==> src/rtl/cxu_responder.sv <==
// cxu_responder: fabric-side CXU responder. Executes ALU and per-context
// accumulator functions and returns ID-tagged results through an in-order FIFO.
// Optional iterative shift-add multiplier (func 6): define CXU_RESPONDER_MUL_EN.
module cxu_responder #(
  parameter int unsigned ID_W       = 4,
  parameter int unsigned CXU_ID_W   = 2,
  parameter int unsigned CXU_ID     = 0,
  parameter int unsigned STATE_ID_W = 2,
  parameter int unsigned FUNC_ID_W  = 3,
  parameter int unsigned INSN_W     = 32,
  parameter int unsigned DATA_W     = 32,
  parameter int unsigned STATUS_W   = 1,
  parameter int unsigned FIFO_DEPTH = 4
) (
  input  logic                  clk,
  input  logic                  rst,
  input  logic                  req_valid,
  output logic                  req_ready,
  input  logic [ID_W-1:0]       req_id,
  input  logic [CXU_ID_W-1:0]   req_cxu,
  input  logic [STATE_ID_W-1:0] req_state,
  input  logic [FUNC_ID_W-1:0]  req_func,
  input  logic [INSN_W-1:0]     req_insn,
  input  logic [DATA_W-1:0]     req_data0,
  input  logic [DATA_W-1:0]     req_data1,
  output logic                  resp_valid,
  input  logic                  resp_ready,
  output logic [ID_W-1:0]       resp_id,
  output logic [STATUS_W-1:0]   resp_status,
  output logic [DATA_W-1:0]     resp_data
);

  localparam int unsigned PTR_W   = (FIFO_DEPTH > 1) ? $clog2(FIFO_DEPTH) : 1;
  localparam int unsigned CNT_W   = PTR_W + 1;
  localparam int unsigned NUM_ACC = 1 << STATE_ID_W;

  localparam logic [FUNC_ID_W-1:0] F_ADD    = FUNC_ID_W'(0);
  localparam logic [FUNC_ID_W-1:0] F_SUB    = FUNC_ID_W'(1);
  localparam logic [FUNC_ID_W-1:0] F_XOR    = FUNC_ID_W'(2);
  localparam logic [FUNC_ID_W-1:0] F_ACC    = FUNC_ID_W'(3);
  localparam logic [FUNC_ID_W-1:0] F_RDACC  = FUNC_ID_W'(4);
  localparam logic [FUNC_ID_W-1:0] F_CLRACC = FUNC_ID_W'(5);

  typedef struct packed {
    logic [ID_W-1:0]     id;
    logic [STATUS_W-1:0] status;
    logic [DATA_W-1:0]   data;
  } resp_t;

  resp_t            mem [FIFO_DEPTH];
  logic [PTR_W-1:0] wr_ptr;
  logic [PTR_W-1:0] rd_ptr;
  logic [CNT_W-1:0] count;
  logic [DATA_W-1:0] acc [NUM_ACC];

  logic        idle;
  logic        accept;
  logic        acc_push;
  logic        mul_done;
  logic        push;
  logic        pop;
  logic        op_err;
  logic [DATA_W-1:0] op_data;
  logic [DATA_W-1:0] acc_cur;
  logic [DATA_W-1:0] acc_sum;
  resp_t       push_entry;
  resp_t       mul_entry;
  logic        unused_insn;

`ifdef CXU_RESPONDER_MUL_EN
  localparam int unsigned ITER_W = (DATA_W > 1) ? $clog2(DATA_W) : 1;
  localparam logic [FUNC_ID_W-1:0] F_MUL = FUNC_ID_W'(6);

  typedef enum logic {IDLE = 1'b0, BUSY = 1'b1} state_t;

  state_t            state;
  state_t            state_next;
  logic              op_mul;
  logic [DATA_W-1:0] mul_a;
  logic [DATA_W-1:0] mul_b;
  logic [DATA_W-1:0] mul_acc;
  logic [DATA_W-1:0] mul_sum;
  logic [ID_W-1:0]   mul_id;
  logic [ITER_W-1:0] iter;
`endif

  // The raw instruction word carries nothing this unit needs.
  assign unused_insn = ^req_insn;

  assign req_ready   = idle && (count < CNT_W'(FIFO_DEPTH)) && !rst;
  assign accept      = req_valid && req_ready;
  assign resp_valid  = (count != '0) && !rst;
  assign pop         = resp_valid && resp_ready;
  assign push        = acc_push || mul_done;
  assign resp_id     = mem[rd_ptr].id;
  assign resp_status = mem[rd_ptr].status;
  assign resp_data   = mem[rd_ptr].data;

  // Decode the request into a single-cycle result or an error.
  always_comb begin
    op_err  = 1'b0;
    op_data = '0;
    acc_cur = acc[req_state];
    acc_sum = acc_cur + req_data0 + req_data1;
`ifdef CXU_RESPONDER_MUL_EN
    op_mul  = 1'b0;
`endif
    case (req_func)
      F_ADD:    op_data = req_data0 + req_data1;
      F_SUB:    op_data = req_data0 - req_data1;
      F_XOR:    op_data = req_data0 ^ req_data1;
      F_ACC:    op_data = acc_sum;
      F_RDACC:  op_data = acc_cur;
      F_CLRACC: op_data = acc_cur;
`ifdef CXU_RESPONDER_MUL_EN
      F_MUL:    op_mul  = 1'b1;
`endif
      default:  op_err  = 1'b1;
    endcase
    if (req_cxu != CXU_ID_W'(CXU_ID)) op_err = 1'b1;
    if (op_err) begin
      op_data = '0;
`ifdef CXU_RESPONDER_MUL_EN
      op_mul  = 1'b0;
`endif
    end
  end

  // Accumulator contexts: updated only by accepted, error-free ACC/CLRACC.
  always_ff @(posedge clk) begin
    if (rst) begin
      for (int unsigned i = 0; i < NUM_ACC; i++) acc[STATE_ID_W'(i)] <= '0;
    end else if (accept && !op_err) begin
      if (req_func == F_ACC) acc[req_state] <= acc_sum;
      else if (req_func == F_CLRACC) acc[req_state] <= '0;
    end
  end

`ifdef CXU_RESPONDER_MUL_EN
  assign idle      = (state == IDLE);
  assign acc_push  = accept && !op_mul;
  assign mul_sum   = mul_acc + (mul_b[0] ? mul_a : '0);
  assign mul_done  = (state == BUSY) && (iter == '0);
  assign mul_entry = '{id: mul_id, status: STATUS_W'(0), data: mul_sum};

  // FSM state register.
  always_ff @(posedge clk) begin
    if (rst) state <= IDLE;
    else     state <= state_next;
  end

  // FSM next state: IDLE -> BUSY on MUL accept, back on the last iteration.
  always_comb begin
    state_next = state;
    case (state)
      IDLE:    if (accept && op_mul) state_next = BUSY;
      BUSY:    if (iter == '0) state_next = IDLE;
      default: state_next = IDLE;
    endcase
  end

  // Shift-add multiplier datapath, one multiplier bit per BUSY cycle.
  always_ff @(posedge clk) begin
    if (rst) begin
      mul_a   <= '0;
      mul_b   <= '0;
      mul_acc <= '0;
      mul_id  <= '0;
      iter    <= '0;
    end else if (accept && op_mul) begin
      mul_a   <= req_data0;
      mul_b   <= req_data1;
      mul_acc <= '0;
      mul_id  <= req_id;
      iter    <= ITER_W'(DATA_W - 1);
    end else if (state == BUSY) begin
      mul_acc <= mul_sum;
      mul_a   <= mul_a << 1;
      mul_b   <= mul_b >> 1;
      iter    <= iter - ITER_W'(1);
    end
  end
`else
  assign idle      = 1'b1;
  assign acc_push  = accept;
  assign mul_done  = 1'b0;
  assign mul_entry = '0;
`endif

  // Select what enters the FIFO: a finished multiply or the accepted request.
  always_comb begin
    push_entry = mul_entry;
    if (!mul_done) push_entry = '{id: req_id, status: STATUS_W'(op_err), data: op_data};
  end

  // In-order response FIFO; storage cleared on reset so head reads zero.
  always_ff @(posedge clk) begin
    if (rst) begin
      wr_ptr <= '0;
      rd_ptr <= '0;
      count  <= '0;
      for (int unsigned i = 0; i < FIFO_DEPTH; i++) mem[PTR_W'(i)] <= '0;
    end else begin
      if (push) begin
        mem[wr_ptr] <= push_entry;
        wr_ptr      <= wr_ptr + PTR_W'(1);
      end
      if (pop) rd_ptr <= rd_ptr + PTR_W'(1);
      count <= count + CNT_W'(push) - CNT_W'(pop);
    end
  end

endmodule

==> config.mk <==
export PLATFORM = sky130hd
export DESIGN_NAME = cxu_responder
export DESIGN_NICKNAME = d
export VERILOG_FILES = /design/src/rtl/cxu_responder.sv
export SDC_FILE = /design/constraint.sdc
export NUM_CORES = 1
export LEC_CHECK = 0
export CAP_MARGIN = 40
export CORE_MARGIN = 2
export CORE_UTILIZATION = 40
export DETAILED_ROUTE_END_ITERATION = 16
export MAX_ROUTING_LAYER = met4
export PLACE_DENSITY_LB_ADDON = 0.05
export SLEW_MARGIN = 20
export SYNTH_ARGS = -nofsm -noshare
export SYNTH_HDL_FRONTEND = slang
export SYNTH_SLANG_ARGS = --single-unit
==> constraint.sdc <==
create_clock -name clk -period 6.83 [get_ports clk]
set_input_delay 2.049 -clock clk [delete_from_list [all_inputs] [get_ports clk]]
set_output_delay 2.049 -clock clk [all_outputs]
set_load 0.02 [all_outputs]
==> results of run 1 <==
## Yosys cell counts (11+ instances only)
cell type and instances:
edfxtp_1 276, nor2_1 273, nand2_1 121, ha_1 94, a21oi_1 86, mux4_2 69, inv_1 61, o21ai_0 60
clkbuf_1 57, xnor2_1 47, xor2_1 37, fa_1 34, nor3_1 31, nand3_1 30, and2_1 22, and3_1 22
a21o_1 16, a211oi_1 15, buf_2 13, or3_1 13, a31oi_1 12, nor2b_1 11
## power by group through the flow
stage               Combinational [mW]  Sequential (mW)  Clock, mW
finish                            1.77             2.05       1.63
global route                      1.91             2.06       1.73
CTS                               1.75             2.05       1.67
detailed placement                1.74             2.09          0
global placement                  1.74             2.09          0
floorplan                         1.10             2.07          0
## cells by family after synthesis
kind of cell / share of synthesized area
simple gates: 0.144
compound gates: 0.125
flops: 0.467
buf+inv: 0.0309
fa+ha+maj: 0.102
xor+xnor: 0.0406
mux: 0.0902
## per-stage QoR
step / setup TNS (ns) / setup WS [ns] / util
after floorplan: 0 / 0.646 / -
after global placement: -0.826 / -0.226 / 0.462
after detailed placement: -0.931 / -0.238 / 0.464
after CTS: 0 / 0.350 / 0.486
after global routing: 0 / 0.105 / 0.486
final: 0 / 0.278 / 0.486
## per-layer routing
metal	share of wire	global-route usage
met1	0.47	0.343
met3	0.038	0.0205
met2	0.47	0.382
met5	0	-
met4	0.023	0.0550
## worst max-delay path by stage
stage	slack (ns)	from	cells after the start	endpoint
6_report	0.28	req_data1[5]	19	mem[3][29]
5_1_grt	0.11	req_data1[5]	19	mem[2][29]
4_1_cts	0.35	req_data1[5]	19	mem[2][29]
3_5_place_dp	-0.24	req_data1[5]	19	mem[2][29]
3_3_place_gp	-0.23	req_data1[5]	19	mem[2][29]
2_1_floorplan	0.65	req_state[0]	14	mem[0][27]
## critical path, cell delays in order
cell and delay [ns]:
clkdlybuf4s50_1 0.42, or3_1 0.42, or3_4 0.36, nor4_4 0.19, nand2_1 0.15, or2_4 0.29
o41ai_2 0.31, xor2_1 0.12, ha_1 0.30, and3_1 0.18, and2_1 0.23, nand3_1 0.15
a2111oi_0 0.31, buf_4 0.19, nor3_2 0.04, xnor2_1 0.19, a2111oi_2 0.65, buf_4 0.24
nor2_1 0.04
## area by class of cell
| cell class | count | share of cell area |
|---|---|---|
| Multi-Input combinational cell | 1188 | 0.422 |
| Timing Repair Buffer | 231 | 0.0964 |
| Tap cell | 592 | 0.0342 |
| Clock inverter | 10 | 0.00376 |
| Inverter | 62 | 0.0108 |
| Sequential cell | 285 | 0.391 |
| Clock buffer | 46 | 0.0418 |
## flip-flops by register name, indices dropped and copies added (netlist names), named ones only
name    flops
mem       148
rd_ptr      2
wr_ptr      2
count       3
acc       128
==> flow_metrics.tcl, run 1 <==
set metrics [dict create \
    outcome "complete, no violations" \
    drv_cap 0 \
    gp_congestion 0.945 \
    placementRows 77 \
    via_per_inst 5.56 \
    track_usage 0.242 \
    r2r-start "acc[3][1]" \
    async_flop_share 0 \
    r2r_slack_ns 2.29 \
    min-delay-start "rd_ptr[1]" \
    crit_fanout 5 \
    p_leak_nw 8.25 \
    ys_seq_elements 285 \
    cts-resized-gates 0 \
    cts_buffers 31 \
    antenna_found_initial 0 \
    swShare 0.325 \
    synth_top_area_frac 0.457 \
    dpl_cell_area_um2 20600 \
    grt-ovfl-total 0 \
    dr_total_vias 13400 \
    worstHoldPathCells 2 \
    clockBufferDepth 3 \
    final-setup-viol-count 0 \
    grt_max_degree 33 \
    die_h_um 217 \
    core_um2 44500 \
    wl_per_cell_um 22.8 \
    ios 150 \
    initial_utilization 0.407 \
    syn-instance-count 1617 \
    power_frac_seq 0.376 \
    fill_cells 4196 \
    internal-power_mw 3.68 \
    drive_gt1_frac 0.149 \
    netSwitchingPower_mw 1.77 \
    yosysSeqAreaShare 0.467 \
    synth_top_area_cell "edfxtp_1" \
    register_area_um2 8470 \
    dp_hpwl_um 42100 \
    final_common_cell "edfxtp_1" \
    netlist_top_cells_area "edfxtp_1 46%, mux4_2 8.6%, ha_1 6.5%" \
    synth_ff_type "edfxtp_1" \
    final_max_slew_viol_count 0 \
    combPwrFrac 0.324 \
    drc 0 \
    finalHoldWorstSlack_ns 0.540 \
    synth_area_um2 18100 \
    final_cell_mix "276 x edfxtp_1, 271 x nor2_1, 118 x nand2_1" \
    die_w_um 217 \
    cts_tree "done" \
    final_area_um2 21600 \
    clock_latency_ns 0.59 \
    area_growth_pct 19.4 \
    cts_hold_buf 0 \
    first_iter_violations 992 \
    skew_ns 0.0268 \
    place_inst 2357 \
    crit_required_ns 7.13 \
    rsz0062_at_grt "no" \
    avgSynthCellArea_um2 11.2 \
    first_pass_iters 7 \
    r2r_cells 13 \
    htreeDepth 1 \
    period_share 0.959 \
    wirelength_um 55100 \
    ant_nets 0 \
    antenna_cells 0 \
    reg2reg_to "mem[3][23]" \
    clkPwrFrac 0.300 \
    multiInputGateArea_um2 9120 \
    critPathKind "in -> reg" \
    ys_types 86 \
    layout.nets 2038 \
    hold_path.class "reg -> reg" \
    grt_pass1_vias 13700 \
    end_kind "register" \
    cts-root-buf "clkbuf_16" \
    power_mw 5.45 \
    layoutNonFillerInstCount 2414 \
    arrival_ns 6.85 \
    irDropWorstVdd_mv 0.193 \
    clock-sinks 285 \
    cts_setup_buffers 0 \
    max_freq_mhz 153 \
    fin_crit_ns 6.55 \
    hold_viol 0 \
    synth_warnings 0 \
    p_per_area_nw_per_um2 252 \
    synth-edff-count 276 \
    slew_headroom 0.482 \
    syn-num-nets 1856 \
    port_buffers 117 \
    clk_pin_slew_ns 0.06 \
    design.die.area_um2 47000 \
    worst_pin_slew_ns 0.772 \
    grt_pass1_wl_um 84000 \
    startpoint_type "input port" \
]
No activity file was read; power rests on OpenSTA's default activity.
==> inputs of run 2 (changes only) <==
--- a/config.mk
+++ b/config.mk
@@ -6,11 +6,15 @@
 export NUM_CORES = 1
 export LEC_CHECK = 0
 export CAP_MARGIN = 40
+export CELL_PAD_IN_SITES_DETAIL_PLACEMENT = 1
+export CELL_PAD_IN_SITES_GLOBAL_PLACEMENT = 1
 export CORE_MARGIN = 2
 export CORE_UTILIZATION = 40
 export DETAILED_ROUTE_END_ITERATION = 16
+export GPL_ROUTABILITY_DRIVEN = 0
 export MAX_ROUTING_LAYER = met4
 export PLACE_DENSITY_LB_ADDON = 0.05
+export SKIP_CTS_REPAIR_TIMING = 1
 export SLEW_MARGIN = 20
 export SYNTH_ARGS = -nofsm -noshare
 export SYNTH_HDL_FRONTEND = slang
==> run 2 against run 1 <==
  * Worst hold slack improved by 0.010 ns
  * Die area stayed put
  * Wire length grew 4.3%
  * Power decreased by 0.23%
  * Worst setup slack improved by 0.065 ns
  * Critical endpoint is now mem[0][29]
  * Highest routed layer unchanged
==> flow_metrics.tcl, run 2 (synthesis results as in run 1) <==
set metrics [dict create \
    outcome "complete, no violations" \
    grt-ovfl-total 0 \
    worstHoldPathCells 2 \
    end_kind "register" \
    drv_cap 0 \
    htreeDepth 1 \
    period_share 0.950 \
    final_area_um2 21600 \
    fin_util 0.485 \
    final_max_slew_viol_count 0 \
    startpoint_type "input port" \
    fill_cells 4815 \
    dp_slack_ns -0.182 \
    hold_viol 0 \
    placementRows 77 \
    final_cell_mix "276 x edfxtp_1, 271 x nor2_1, 119 x nand2_1" \
    track_usage 0.255 \
    area_growth_pct 19.0 \
    largest_register_ffs 148 \
    wl_per_cell_um 23.8 \
    register_area_um2 8470 \
    grt_pass1_vias 14700 \
    cts_buffers 31 \
    wirelength_um 57500 \
    drive_gt1_frac 0.147 \
    drc 0 \
    reg.largest.list "mem (148), acc (128), count (3)" \
    place_inst 2357 \
    power_mw 5.44 \
    grt_max_degree 33 \
    r2r-start "acc[2][1]" \
    hold_path.class "reg -> reg" \
    antenna_found_initial 0 \
    final-setup-viol-count 0 \
    multiInputGateArea_um2 9120 \
    cts-root-buf "clkbuf_16" \
    regMostFlops "mem" \
    clock-sinks 285 \
    p_per_area_nw_per_um2 252 \
    fin_crit_ns 6.49 \
    cts_tree "done" \
    p_leak_nw 8.22 \
    rsz0062_at_grt "no" \
    setup_ws_ns 0.343 \
    first_pass_iters 5 \
    worst_pin_slew_ns 0.806 \
    arrival_ns 6.79 \
    crit_fanout 5 \
    irDropWorstVdd_mv 0.169 \
    core_um2 44500 \
    skew_ns 0.0133 \
    antenna_cells 0 \
    port_buffers 117 \
    clock_latency_ns 0.57 \
    initial_utilization 0.407 \
    die_h_um 217 \
    clk_pin_slew_ns 0.06 \
    crit_required_ns 7.13 \
    critPathKind "in -> reg" \
    die_w_um 217 \
    clockBufferDepth 3 \
    min-delay-start "rd_ptr[1]" \
    dp_hpwl_um 44400 \
    first_iter_violations 841 \
    r2r_cells 12 \
    layout.nets 2037 \
    design.die.area_um2 47000 \
    dpl_cell_area_um2 20600 \
    slew_headroom 0.460 \
    r2r_slack_ns 2.36 \
    reg2reg_to "mem[1][13]" \
    grt_pass1_wl_um 89000 \
    layoutNonFillerInstCount 2412 \
    ant_nets 0 \
    via_per_inst 5.65 \
    dr_total_vias 13600 \
    max_freq_mhz 154 \
    final_common_cell "edfxtp_1" \
    ios 150 \
]
[run 2: cell count changes in the layout (fill, tap and decap cells not counted)]
cell	previous run	this run
buf_4	107	108
bufinv_16	1	0
clkinv_2	2	3
clkbuf_8	3	2
nand2_1	118	119
clkinv_4	2	0
clkbuf_16	33	34
buf_12	3	2
nand2_2	4	3
buf_16	1	0
clkinv_1	5	6
[run 2: area by class of cell]
cell class	instances	share of cell area
Sequential cell	285	0.393
Multi-Input combinational cell	1188	0.423
Timing Repair Buffer	230	0.0949
Tap cell	592	0.0343
Clock inverter	9	0.00197
Clock buffer	46	0.0425
Inverter	62	0.0108
[run 2: metal layers]
metal	up-vias	share of wire	GRT usage	wire, µm
met5	-	0	-	0
met4	0	0.019	0.0548	1090
met3	62	0.035	0.0193	2030
met2	257	0.49	0.420	28000
met1	6963	0.46	0.348	26400
li1	6351	-	-	-
[run 2: worst max-delay path by stage]
stage | start | to | slack (ns) | cells after the start
2_1_floorplan | req_state[0] | mem[0][27] | 0.65 | 14
3_3_place_gp | req_data1[5] | mem[0][29] | -0.22 | 19
3_5_place_dp | req_data1[5] | mem[0][29] | -0.18 | 19
4_1_cts | req_data1[5] | mem[0][29] | 0.40 | 19
5_1_grt | req_data1[5] | mem[0][29] | 0.14 | 19
6_report | req_data1[5] | mem[0][29] | 0.34 | 19
[run 2: where the power goes]
group | switching (mW) | internal (mW) | leakage (nW) | total, mW
clock | 0.675 | 0.919 | 0.469 | 1.59
sequential | 0.0391 | 2.01 | 2.93 | 2.05
combinational | 1.07 | 0.722 | 4.81 | 1.79
[run 2: worst max-delay path: stages]
cell and delay, ns:
clkdlybuf4s50_1 0.43, or3_1 0.44, or3_4 0.36, nor4_4 0.22, nand2_1 0.15, or2_4 0.29, o41ai_2 0.33, xor2_1 0.13
ha_1 0.31, and3_1 0.17, and2_1 0.21, nand3_1 0.16, a2111oi_0 0.46, buf_4 0.21, nor3_2 0.04, xnor2_1 0.16
a2111oi_2 0.40, buf_4 0.21, nor2_1 0.05
[run 2: stage by stage]
step / TNS, ns / hold WS (ns)
detailed placement: -0.687 / 0.534
finish: 0 / 0.550
floorplan: 0 / 0.485
CTS: 0 / 0.561
global placement: -0.801 / 0.499
global route: 0 / 0.595
==> inputs of run 3 (changes only) <==
==> constraint.sdc (replaced) <==
create_clock -name clk -period 6.83 [get_ports clk]
set_input_delay 2.049 -clock clk [delete_from_list [all_inputs] [get_ports clk]]
set_output_delay 2.049 -clock clk [all_outputs]
set_load 0.05 [all_outputs]
==> run 3 against run 2 <==
  * Worst setup slack better by 0.061 ns
  * Core utilization down 0.070 points
  * Non-clock buffer count shrank 1
  * Flip-flop and latch count stayed put
  * Highest routed layer unchanged
  * Largest power group unchanged
  * Sequential power about the same
  * Largest cell class unchanged
  * Sequential share of layout area increased by 0.057 points
  * Worst hold slack worse by 0.0036 ns
==> flow_metrics.tcl, run 3 (synthesis results as in run 1) <==
set metrics [dict create \
    grt_pass1_wl_um 88700 \
    crit_required_ns 7.15 \
    wl_per_cell_um 23.7 \
    initial_utilization 0.407 \
    reg.largest.list "mem (148), acc (128), count (3)" \
    max_freq_mhz 156 \
    period_share 0.941 \
    largest_register_ffs 148 \
    placementRows 77 \
    slew_headroom 0.466 \
    fill_cells 4808 \
    grt_busiest_layer "met2" \
    final-setup-viol-count 0 \
    dr_total_vias 13600 \
    min-delay-start "rd_ptr[1]" \
    p_per_area_nw_per_um2 255 \
    design.die.area_um2 47000 \
    core_um2 44500 \
    end_kind "register" \
    setup_ws_ns 0.404 \
    r2r_slack_ns 2.31 \
    layout.nets 2036 \
    cts_buffers 31 \
    worstHoldPathCells 2 \
    die_w_um 217 \
    dp_hpwl_um 44400 \
    crit_buf_inv 4 \
    ios 150 \
    outcome "complete, no violations" \
    grt-ovfl-total 0 \
    path_cells "clkdlybuf4s50_1 > inv_1 > ha_1 > nand2b_1 > or3_4 > nor4_4 > nand2_1 > or2_4 > o41ai_2 > xor2_1 > ha_1 > and3_1 > and2_1 > nand3_1 > a2111oi_0 > buf_4 > nor3_2 > xnor2_1 > a2111oi_2 > buf_4 > nor2_1" \
    cp_slowest_cell "a2111oi_0" \
    gr-usage-met3 0.0222 \
    port_buffers 117 \
    clk_pin_slew_ns 0.06 \
    rsz0062_at_grt "no" \
    crit_fanout 5 \
    ant_nets 0 \
    regMostFlops "mem" \
    antenna_found_initial 0 \
    crit_path_max_incr_delay_ns 0.48 \
    crit_start "req_data1[1]" \
    grt_use_met2 0.415 \
    p_leak_nw 8.19 \
    drc 0 \
    drv_cap 0 \
    htreeDepth 1 \
    drive_gt1_frac 0.146 \
    area_growth_pct 18.9 \
    die_h_um 217 \
    path_delay_family "simple AND/OR/NAND/NOR gates" \
    hold_viol 0 \
    reg2reg_to "mem[1][11]" \
    startpoint_type "input port" \
    final_common_cell "edfxtp_1" \
    grt_use_met1 0.349 \
    dp_slack_ns -0.181 \
    grt_max_degree 35 \
    wirelength_um 57200 \
    cts-root-buf "clkbuf_16" \
    irDropWorstVdd_mv 0.181 \
    critPathKind "in -> reg" \
    arrival_ns 6.74 \
    first_pass_iters 7 \
    skew_ns 0.0189 \
    cts_tree "done" \
    final_cell_mix "276 x edfxtp_1, 271 x nor2_1, 119 x nand2_1" \
    fin_util 0.484 \
    antenna_cells 0 \
    via_per_inst 5.66 \
    clock-sinks 285 \
    clock_latency_ns 0.59 \
    grt_pass1_vias 14500 \
    hold_path.class "reg -> reg" \
    r2r_cells 12 \
    first_iter_violations 947 \
    worst_pin_slew_ns 0.801 \
    r2r-start "acc[0][1]" \
    track_usage 0.255 \
    fin_crit_ns 6.43 \
    clockBufferDepth 3 \
    final_max_slew_viol_count 0 \
]
==> run 3: area by class of cell <==
| cell class | count | area (µm²) | area share |
|---|---|---|---|
| well taps | 592 | 741 | 0.0344 |
| clock inverters | 14 | 108 | 0.00500 |
| repair buffers | 229 | 2040 | 0.0948 |
| inverters | 62 | 233 | 0.0108 |
| clock buffers | 42 | 817 | 0.0379 |
| multi-input cells | 1188 | 9130 | 0.424 |
| flip-flops and latches | 285 | 8470 | 0.393 |
==> run 3: per-stage QoR <==
step | cell area [µm²] | std cells | hold slack [ns] | power (mW) | setup TNS, ns
CTS | 21500 | 2411 | 0.541 | 5.52 | 0
detailed placement | 20600 | 2355 | 0.517 | 3.95 | -0.690
finish | 21500 | 2412 | 0.547 | 5.49 | 0
global route | 21500 | 2412 | 0.619 | 5.76 | 0
global placement | 20500 | 2353 | 0.502 | 3.92 | -0.547
floorplan | 18100 | 1617 | 0.485 | 3.27 | 0
==> run 3: how the worst max path moves through the flow <==
stage / to / slack (ns) / depth (start not counted)
floorplan: mem[0][27] / 0.65 / 14
global placement: mem[2][29] / -0.16 / 19
detailed placement: mem[2][29] / -0.18 / 21
CTS: mem[2][29] / 0.42 / 19
global route: mem[0][24] / 0.21 / 17
finish: mem[2][29] / 0.40 / 21
==> run 3: worst register-to-register path, cell delays in order, from the launching register on <==
cell      delay [ns]
edfxtp_1        0.37
mux4_2          0.52
fa_1            0.47
ha_1            0.24
fa_1            0.47
a21oi_1         0.26
o211ai_1        0.23
a21oi_1         0.28
xnor2_1         0.17
a222oi_1        0.55
a21boi_0        0.46
buf_4           0.21
nor2_1          0.05
==> run 3: routing by layer <==
metal | share of wire | vias to the layer above
met5 | 0 | -
met4 | 0.024 | 0
met2 | 0.48 | 315
met1 | 0.46 | 6894
li1 | - | 6357
met3 | 0.037 | 79
==> run 3: report_power, final <==
part	switching, mW	internal, mW	total [mW]
clock network	0.681	0.875	1.56
registers	0.0413	2.01	2.05
logic	1.17	0.717	1.89
